File: src/rtl/fsm_pkg.sv
// Shared types for the serial "101" transmitter and detector benches.
// Pure declarations: no latency, no backpressure.
package fsm_pkg;

  typedef enum logic [1:0] {
    IDLE  = 2'b00,
    SHIFT = 2'b01,
    DONE  = 2'b10
  } tx_state_t;

  localparam logic [2:0] PATTERN_101 = 3'b101;

endpackage

File: src/rtl/bitstream_tx_if.sv
// Load handshake and serial output bundle of bitstream_tx.
// Source (master) holds load_* while load_ready is low; DUT (slave) drives tx_*.
interface bitstream_tx_if #(
  parameter int WORD_W = 8,
  parameter int CNT_W  = 4
);
  logic              load_valid;
  logic              load_ready;
  logic [WORD_W-1:0] load_data;
  logic [CNT_W-1:0]  load_len;
  logic              tx_bit;
  logic              tx_valid;
  logic              done;
  logic [CNT_W-1:0]  match_cnt;

  modport master (
    output load_valid, load_data, load_len,
    input  load_ready, tx_bit, tx_valid, done, match_cnt
  );

  modport slave (
    input  load_valid, load_data, load_len,
    output load_ready, tx_bit, tx_valid, done, match_cnt
  );
endinterface

File: src/rtl/pattern_match_counter.sv
// Saturating count of overlapping "101" in a valid-qualified bit stream; clear wins.
// Count reflects bits consumed up to the previous edge; never stalls.
module pattern_match_counter
  import fsm_pkg::*;
#(
  parameter int CNT_W = 4
) (
  input  logic             clock,
  input  logic             reset,
  input  logic             bit_i,
  input  logic             valid_i,
  input  logic             clear_i,
  output logic [CNT_W-1:0] count_o
);

  logic [1:0]       hist_q;
  logic [CNT_W-1:0] count_q;

  always_ff @(posedge clock) begin
    if (reset || clear_i) begin
      hist_q  <= '0;
      count_q <= '0;
    end else if (valid_i) begin
      hist_q <= {hist_q[0], bit_i};
      if (({hist_q, bit_i} == PATTERN_101) && (count_q != '1)) begin
        count_q <= count_q + CNT_W'(1);
      end
    end
  end

  assign count_o = count_q;

endmodule

File: src/rtl/bitstream_tx.sv
// MSB-first serial transmitter: bits in T+1..T+N after handshake at T, done at T+N+1,
// load_ready only in IDLE. BITSTREAM_TX_DEBUG_EN adds state_out/remaining_out.
module bitstream_tx
  import fsm_pkg::*;
#(
  parameter int WORD_W = 8,
  parameter int CNT_W  = 4
) (
  input  logic             clock,
  input  logic             reset,
  bitstream_tx_if.slave    bus_if
`ifdef BITSTREAM_TX_DEBUG_EN
  ,
  output logic [1:0]       state_out,
  output logic [CNT_W-1:0] remaining_out
`endif
);

  tx_state_t         state_q;
  logic [WORD_W-1:0] shift_q;
  logic [CNT_W-1:0]  remain_q;
  logic [CNT_W-1:0]  remain_d;
  logic              handshake;

  assign handshake = bus_if.load_valid && (state_q == IDLE);
  assign remain_d  = (bus_if.load_len > CNT_W'(WORD_W)) ? CNT_W'(WORD_W) : bus_if.load_len;

  always_ff @(posedge clock) begin
    if (reset) begin
      state_q  <= IDLE;
      shift_q  <= '0;
      remain_q <= '0;
    end else begin
      case (state_q)
        IDLE: begin
          if (handshake) begin
            shift_q  <= bus_if.load_data;
            remain_q <= remain_d;
            state_q  <= (remain_d == '0) ? DONE : SHIFT;
          end
        end
        SHIFT: begin
          shift_q  <= {shift_q[WORD_W-2:0], 1'b0};
          remain_q <= remain_q - CNT_W'(1);
          if (remain_q == CNT_W'(1)) begin
            state_q <= DONE;
          end
        end
        DONE:    state_q <= IDLE;
        default: state_q <= IDLE;
      endcase
    end
  end

  // Outputs are pure decodes of registered state, so no input reaches an output.
  assign bus_if.load_ready = (state_q == IDLE);
  assign bus_if.tx_valid   = (state_q == SHIFT);
  assign bus_if.tx_bit     = (state_q == SHIFT) && shift_q[WORD_W-1];
  assign bus_if.done       = (state_q == DONE);

  pattern_match_counter #(
    .CNT_W (CNT_W)
  ) u_match (
    .clock   (clock),
    .reset   (reset),
    .bit_i   (bus_if.tx_bit),
    .valid_i (bus_if.tx_valid),
    .clear_i (handshake),
    .count_o (bus_if.match_cnt)
  );

`ifdef BITSTREAM_TX_DEBUG_EN
  assign state_out     = state_q;
  assign remaining_out = remain_q;
`endif

endmodule

File: src/flat_wrapper.sv
// flat-port wrapper written by rule: the top's interface ports become plain ports
module bitstream_tx_flat import fsm_pkg::*;
#(
  parameter int WORD_W = 8,
  parameter int CNT_W  = 4
)
  (clock, reset, bus_if_load_valid, bus_if_load_data, bus_if_load_len, bus_if_load_ready, bus_if_tx_bit, bus_if_tx_valid, bus_if_done, bus_if_match_cnt);
  bitstream_tx_if #(.WORD_W(WORD_W), .CNT_W(CNT_W)) bus_if_i ();
  input  logic clock;
  input  logic reset;
  input wire logic [$bits(bus_if_i.load_valid)-1:0] bus_if_load_valid;
  input wire logic [$bits(bus_if_i.load_data)-1:0] bus_if_load_data;
  input wire logic [$bits(bus_if_i.load_len)-1:0] bus_if_load_len;
  output wire logic [$bits(bus_if_i.load_ready)-1:0] bus_if_load_ready;
  output wire logic [$bits(bus_if_i.tx_bit)-1:0] bus_if_tx_bit;
  output wire logic [$bits(bus_if_i.tx_valid)-1:0] bus_if_tx_valid;
  output wire logic [$bits(bus_if_i.done)-1:0] bus_if_done;
  output wire logic [$bits(bus_if_i.match_cnt)-1:0] bus_if_match_cnt;
  assign bus_if_i.load_valid = bus_if_load_valid;
  assign bus_if_i.load_data = bus_if_load_data;
  assign bus_if_i.load_len = bus_if_load_len;
  assign bus_if_load_ready = bus_if_i.load_ready;
  assign bus_if_tx_bit = bus_if_i.tx_bit;
  assign bus_if_tx_valid = bus_if_i.tx_valid;
  assign bus_if_done = bus_if_i.done;
  assign bus_if_match_cnt = bus_if_i.match_cnt;
  bitstream_tx #(.WORD_W(WORD_W), .CNT_W(CNT_W)) u_core (.clock(clock), .reset(reset), .bus_if(bus_if_i));
endmodule
File: config.mk
export PLATFORM = sky130hd
export DESIGN_NAME = bitstream_tx_flat
export DESIGN_NICKNAME = d
export VERILOG_FILES = /design/src/rtl/fsm_pkg.sv /design/src/rtl/bitstream_tx_if.sv /design/src/rtl/pattern_match_counter.sv /design/src/rtl/bitstream_tx.sv /design/src/flat_wrapper.sv
export SDC_FILE = /design/constraint.sdc
export NUM_CORES = 1
export LEC_CHECK = 0
export BUFFER_PORTS_ARGS = -buffer_cell sky130_fd_sc_hd__buf_2
export CAP_MARGIN = 20
export CORE_ASPECT_RATIO = 1.25
export CORE_MARGIN = 2
export CORE_UTILIZATION = 46
export DETAILED_ROUTE_END_ITERATION = 10
export GPL_ROUTABILITY_DRIVEN = 0
export PLACE_DENSITY = 0.7
export SYNTH_ARGS = -nofsm -noshare
export SYNTH_HDL_FRONTEND = slang
export SYNTH_SLANG_ARGS = --single-unit
export TNS_END_PERCENT = 100
File: constraint.sdc
create_clock -name clock -period 1.33 [get_ports clock]
set_input_delay 0.0665 -clock clock [delete_from_list [all_inputs] [get_ports clock]]
set_output_delay 0.0665 -clock clock [all_outputs]
set_load 0.02 [all_outputs]
### After elaboration in Yosys (flattened, before gate mapping)

Cells that the tools add are included.

* add/sub/neg operators: 2
* magnitude comparators: 1
* equality and inequality tests: 7
* multiplexer cells: 9
* reduce and logical (&&, ||, !) cells: 10

Operators by type and width (number)
* 8-bit one-hot mux with 2 select lines: 1
* 4-bit two-way mux: 2
* 8-bit two-way mux: 1
* 4-bit one-hot mux with 2 select lines: 1
* 2-bit two-way mux: 3
* 2-bit AND reduction: 3
* 4-bit by 1-bit adder with 4-bit output (second input constant): 1
* 4-bit by 1-bit equality test with 1-bit output (second input constant): 1
* 4-bit > comparator (second input constant): 1
* 4-bit logical NOT: 1
* 2-bit by 1-bit != test with 1-bit output (second input constant): 2
* 4-bit != test (second input constant): 1
* 2-bit one-hot mux with 2 select lines: 1
* 4-bit by 1-bit subtractor with 4-bit output (second input constant): 1
* 3-bit equality test (second input constant): 1
* 1-bit logical AND: 3
* 2-bit by 1-bit equality test with 1-bit output (second input constant): 1
* 2-bit equality test (second input constant): 1
* 2-bit logical NOT: 1
* 2-bit nonzero test: 1
* 1-bit logical OR: 1

* bits in registers: 20
* word-level logic and storage cells: 34

### Longest topological paths before layout

* word-level depth: 6
* gate-level depth with buffers: 7

### Hierarchy

Synthesis repeated with hierarchy kept, for this count alone.

* cells, all modules: 126
* area, all modules: 1052.3 sq um

By module, submodules not included
* bitstream_tx: times used 1, cells each 96, area an instance 764.5 sq um, sequential area each 280.3 sq um
* pattern_match_counter: times used 1, cells each 30, area an instance 287.8 sq um, sequential area each 120.1 sq um

### Worst setup path before layout

Ideal clock, no wire load.

* path kind: register -> register
* start point: reg u_core.u_match.count_q[0], in the netlist u_core.u_match.count_o[0]
* end point: reg u_core.u_match.count_q[3], in the netlist u_core.u_match.count_o[3]
* library setup time: 0.070 ns
* arrival: 1.279 ns
* slack: -0.019 ns
* stages on the path, launching flop included: 6
* path buffers: 0
* period minus slack after synthesis: 1.349 ns
* cells stage by stage: dfxtp_1 -> ha_1 -> nand3_1 -> nand3_4 -> or3_1 -> a21oi_1

* cells in the longest elaborated chain, start to end: 3
* elaborated cells on any way between the ends: 4
* classes of those cells: add/sub (1); eq/ne (1); reduce/logical (2)

RTL lines
* start, declared: RTL line pattern_match_counter.sv:17 `logic [CNT_W-1:0] count_q;`
* start signal, assigned: RTL line pattern_match_counter.sv:26 `count_q <= count_q + CNT_W'(1);`
* parallel branches: the longest is 3 deep, another holds 4-bit by 1-bit adder with 4-bit output

Several ways; the timed one is not identified.
A chain may end at the register's enable or synchronous reset.

### Worst setup path after layout

Ends and elaborated chain as after synthesis.

==> impl_metrics.env <==
export IMPL_first_pass_iters=4
export IMPL_dpl_cell_area_mm2=0.00114
export IMPL_grt_pass1_wl_um=3730
export IMPL_drive_gt1_share_pct=28.7
export IMPL_use_met2_pct=32.8
export IMPL_ys_warnings_count=0
export IMPL_slowest_delay_ns=0.38
export IMPL_synth_seq_cells=20
export IMPL_clockBufferDepth=2
export IMPL_grt_max_degree=20
export IMPL_path_class="register to register"
export IMPL_worst_slack_ns=0.0409
export IMPL_dpl_worst_slack_ns=0.0230
export IMPL_cts_sinks=20
export IMPL_clockRootBuffer="clkbuf_4"
export IMPL_hp_class="input port to register"
export IMPL_rsz0062_at_grt="yes"
export IMPL_slew_violations=0
export IMPL_cts_tree="built"
export IMPL_die_x_um=45.7
export IMPL_grtUsageMet3_pct=2.92
export IMPL_power_density_mw_per_mm2=1220
export IMPL_cts_max_level=1
export IMPL_top_usage_layer="met2"
export IMPL_vdd_drop_max_mv=0.880
export IMPL_rrSetupSlack_ns=0.04
export IMPL_cts_buffers=3
export IMPL_n_antenna_cell=0
export IMPL_grtUsageMet1_pct=21.5
export IMPL_finalHoldViolCount=0
export IMPL_synthAdderAreaFrac_pct=3.76
export IMPL_synth_top_family_by_area="simple AND/OR/NAND/NOR gates"
export IMPL_min_period_over_period_pct=96.9
export IMPL_post_route_min_period_ns=1.29
export IMPL_r2r_worst_path_cells=5
export IMPL_slew_headroom_pct=81.1
export IMPL_core_area_mm2=0.00200
export IMPL_cp_start_kind="register"
export IMPL_worstMarginPinSlew_ns=0.284
export IMPL_fmax_ghz=0.776
export IMPL_die_y_um=56.1
export IMPL_critPathSlowestCell="dfxtp_4"
export IMPL_num_fill_cells=186
export IMPL_r2r_start="u_core.u_match.count_o[0]"
export IMPL_initial_core_util_pct=49.8
export IMPL_grt_usage_pct=19.4
export IMPL_port_buffers=22
export IMPL_synthSimpleGateAreaFrac_pct=27.8
export IMPL_fin_nets=169
export IMPL_syn_nets=142
export IMPL_required_ns=1.58
export IMPL_ys_types=36
export IMPL_fin_area_mm2=0.00123
export IMPL_worst_skew_pair_late_latency_ns=0.31
export IMPL_crit_chain="ha_2 > nand3_2 > nand3_4 > or3_1 > a21oi_2"
export IMPL_synth_cells=124
export IMPL_dp_hpwl_um=1650
export IMPL_yosysSeqAreaShare_pct=40.1
export IMPL_grt_remaining_overflow=0
export IMPL_cp_arrival_ns=1.54
export IMPL_place_inst=165
export IMPL_pin_count=23
export IMPL_path_max_fanout=4
export IMPL_utilization_pct=61.6
export IMPL_finClkSkew_ns=0.00159
export IMPL_r2r_end="u_core.u_match.count_o[3]"
export IMPL_drt_iter0_drc=6
export IMPL_min_from="bus_if_load_data[1]"
export IMPL_status="finished, final reports clean"
export IMPL_min_to="u_core.shift_q[1]"
export IMPL_dr_total_vias=961
export IMPL_cap_violations=0
export IMPL_num_rows=18
export IMPL_synthMuxAreaShare_pct=1.00
export IMPL_leakage_nw=0.540
export IMPL_path_clk_slew_ns=0.12
export IMPL_die_area_mm2=0.00256
export IMPL_setup_violations=0
export IMPL_synth_compound_area_share_pct=19.0
export IMPL_syn_cell_area_um2=998
export IMPL_viasPerCell=5.65
export IMPL_avgSynthCellArea_um2=8.05
export IMPL_power_w=0.00151
export IMPL_syn2layout_area_growth_pct=23.7
export IMPL_routedWlPerCell_um=12.9
export IMPL_drc=0
export IMPL_synth_xor_area_share_pct=1.75
export IMPL_drt_total_wl_um=2200
export IMPL_grt_pass1_vias=932
export IMPL_endpoint_kind="register"
export IMPL_antenna_found_initial=0
export IMPL_antenna_left=0
export IMPL_stdcell_count=170
export IMPL_holdPathStages=3
worst max-delay path by stage:
| stage | slack, ns | from | cells past startpoint | to |
|---|---|---|---|---|
| floorplan | 0.008 | u_core.state_q[1] | 5 | u_core.u_match.count_o[3] |
| global placement | 0.09 | u_core.u_match.count_o[0] | 5 | u_core.u_match.count_o[3] |
| detailed placement | 0.02 | u_core.u_match.count_o[0] | 5 | u_core.u_match.count_o[3] |
| CTS | 0.008 | u_core.state_q[1] | 4 | bus_if_tx_valid |
| global route | -0.0005 | u_core.state_q[1] | 4 | bus_if_tx_valid |
| finish | 0.04 | u_core.u_match.count_o[0] | 5 | u_core.u_match.count_o[3] |
what timing repair did:
item / 4_1_cts / 5_1_grt
setup buffers: 0 / 0
endpoints found under the hold margin: 1 / 0
hold buffers: 1 / 0
setup endpoints to repair: 2 / 5
resized for setup: 3 / 9
gates cloned: 0 / 0
pin swaps: 0 / 1
placed cells by master, fill, tap and decap left out, types with 2 or more instances in the layout:
master	count
a21oi_1	9
buf_4	6
xor2_1	2
nor2_1	17
and2b_1	2
dfxtp_2	3
nand2b_1	2
or3_1	2
inv_1	5
ha_1	2
clkbuf_4	3
buf_2	21
a311oi_1	7
dfxtp_1	16
nand2_1	19
nor3_1	2
nor3b_1	2
o21ai_0	5
power breakdown:
group | switching [W] | total (W) | internal (W)
Combinational | 0.000176 | 0.000322 | 0.000146
Sequential | 0.0000345 | 0.000683 | 0.000648
Clock | 0.000198 | 0.000502 | 0.000305
routing by layer:
layer,wire [µm],share of wire (%)
met5,0,0
met4,65,3.0
met3,85,3.9
met2,1180,54
met1,865,39
metrics by stage:
step	setup TNS, ns	hold slack [ns]
6_report	0	0.0115
5_1_grt	-0.000536	0.0130
4_1_cts	0	0.00171
3_5_place_dp	0	0.342
3_3_place_gp	0	0.335
2_1_floorplan	0	0.139
critical path, delay by kind of cell (launching register included):
family | cells | cell delay (ns)
simple gates | 3 | 0.54
compound gates | 1 | 0.13
fa+ha+maj | 1 | 0.19
flops | 1 | 0.38
synthesized netlist by cell type:
cell type | instances | area [µm²]
o21ai_0 | 5 | 25.0
a22oi_1 | 1 | 7.51
nor3b_1 | 2 | 15.0
a21oi_1 | 10 | 50.1
a31oi_1 | 1 | 6.26
and3_1 | 1 | 6.26
nor4b_1 | 1 | 8.76
o21ba_2 | 1 | 10.0
buf_6 | 1 | 11.3
a21o_1 | 1 | 7.51
nand4_1 | 1 | 6.26
nand2b_1 | 2 | 12.5
nor3_1 | 2 | 10.0
nand2_1 | 19 | 71.3
buf_4 | 1 | 7.51
xor2_1 | 2 | 17.5
nand3_4 | 1 | 17.5
a211o_1 | 1 | 8.76
inv_2 | 1 | 3.75
and2_0 | 1 | 6.26
or3_1 | 2 | 12.5
buf_2 | 4 | 20.0
ha_1 | 3 | 37.5
a2bb2oi_1 | 1 | 8.76
o21ai_1 | 1 | 5.00
nor4_1 | 1 | 6.26
and3b_2 | 1 | 10.0
dfxtp_1 | 20 | 400
and2b_1 | 2 | 15.0
inv_1 | 5 | 18.8
clkbuf_1 | 1 | 3.75
nor2b_1 | 1 | 6.26
mux2i_1 | 1 | 10.0
a311oi_1 | 7 | 61.3
nand3_1 | 2 | 10.0
nor2_1 | 17 | 63.8
registers in the layout, indices dropped and copies added (netlist names):
name                    flops
u_core.state_q              2
u_core.u_match.count_o      4
u_core.shift_q              8
u_core.u_match.hist_q       2
u_core.remain_q             4
cell type report:
cell class | count | area (µm²) | area share [%]
multi-input cells | 91 | 551 | 44.6
flip-flops and latches | 20 | 408 | 33.0
repair buffers | 29 | 171 | 13.9
clock inverters | 1 | 30.0 | 2.43
inverters | 6 | 27.5 | 2.23
well taps | 20 | 25.0 | 2.03
clock buffers | 3 | 22.5 | 1.82
cell families (layout without fill, tap and decap cells):
| logic type | count (synthesis) | after routing |
|---|---|---|
| buffers and inverters | 13 | 39 |
| AND/OR/NAND/NOR | 56 | 56 |
| AO/OA/AOI/OAI | 29 | 29 |
| XOR/XNOR | 2 | 2 |
| adder cells (fa/ha/maj) | 3 | 3 |
| flip-flops | 20 | 20 |
| multiplexers | 1 | 1 |
(Power assumes the default switching activity.)
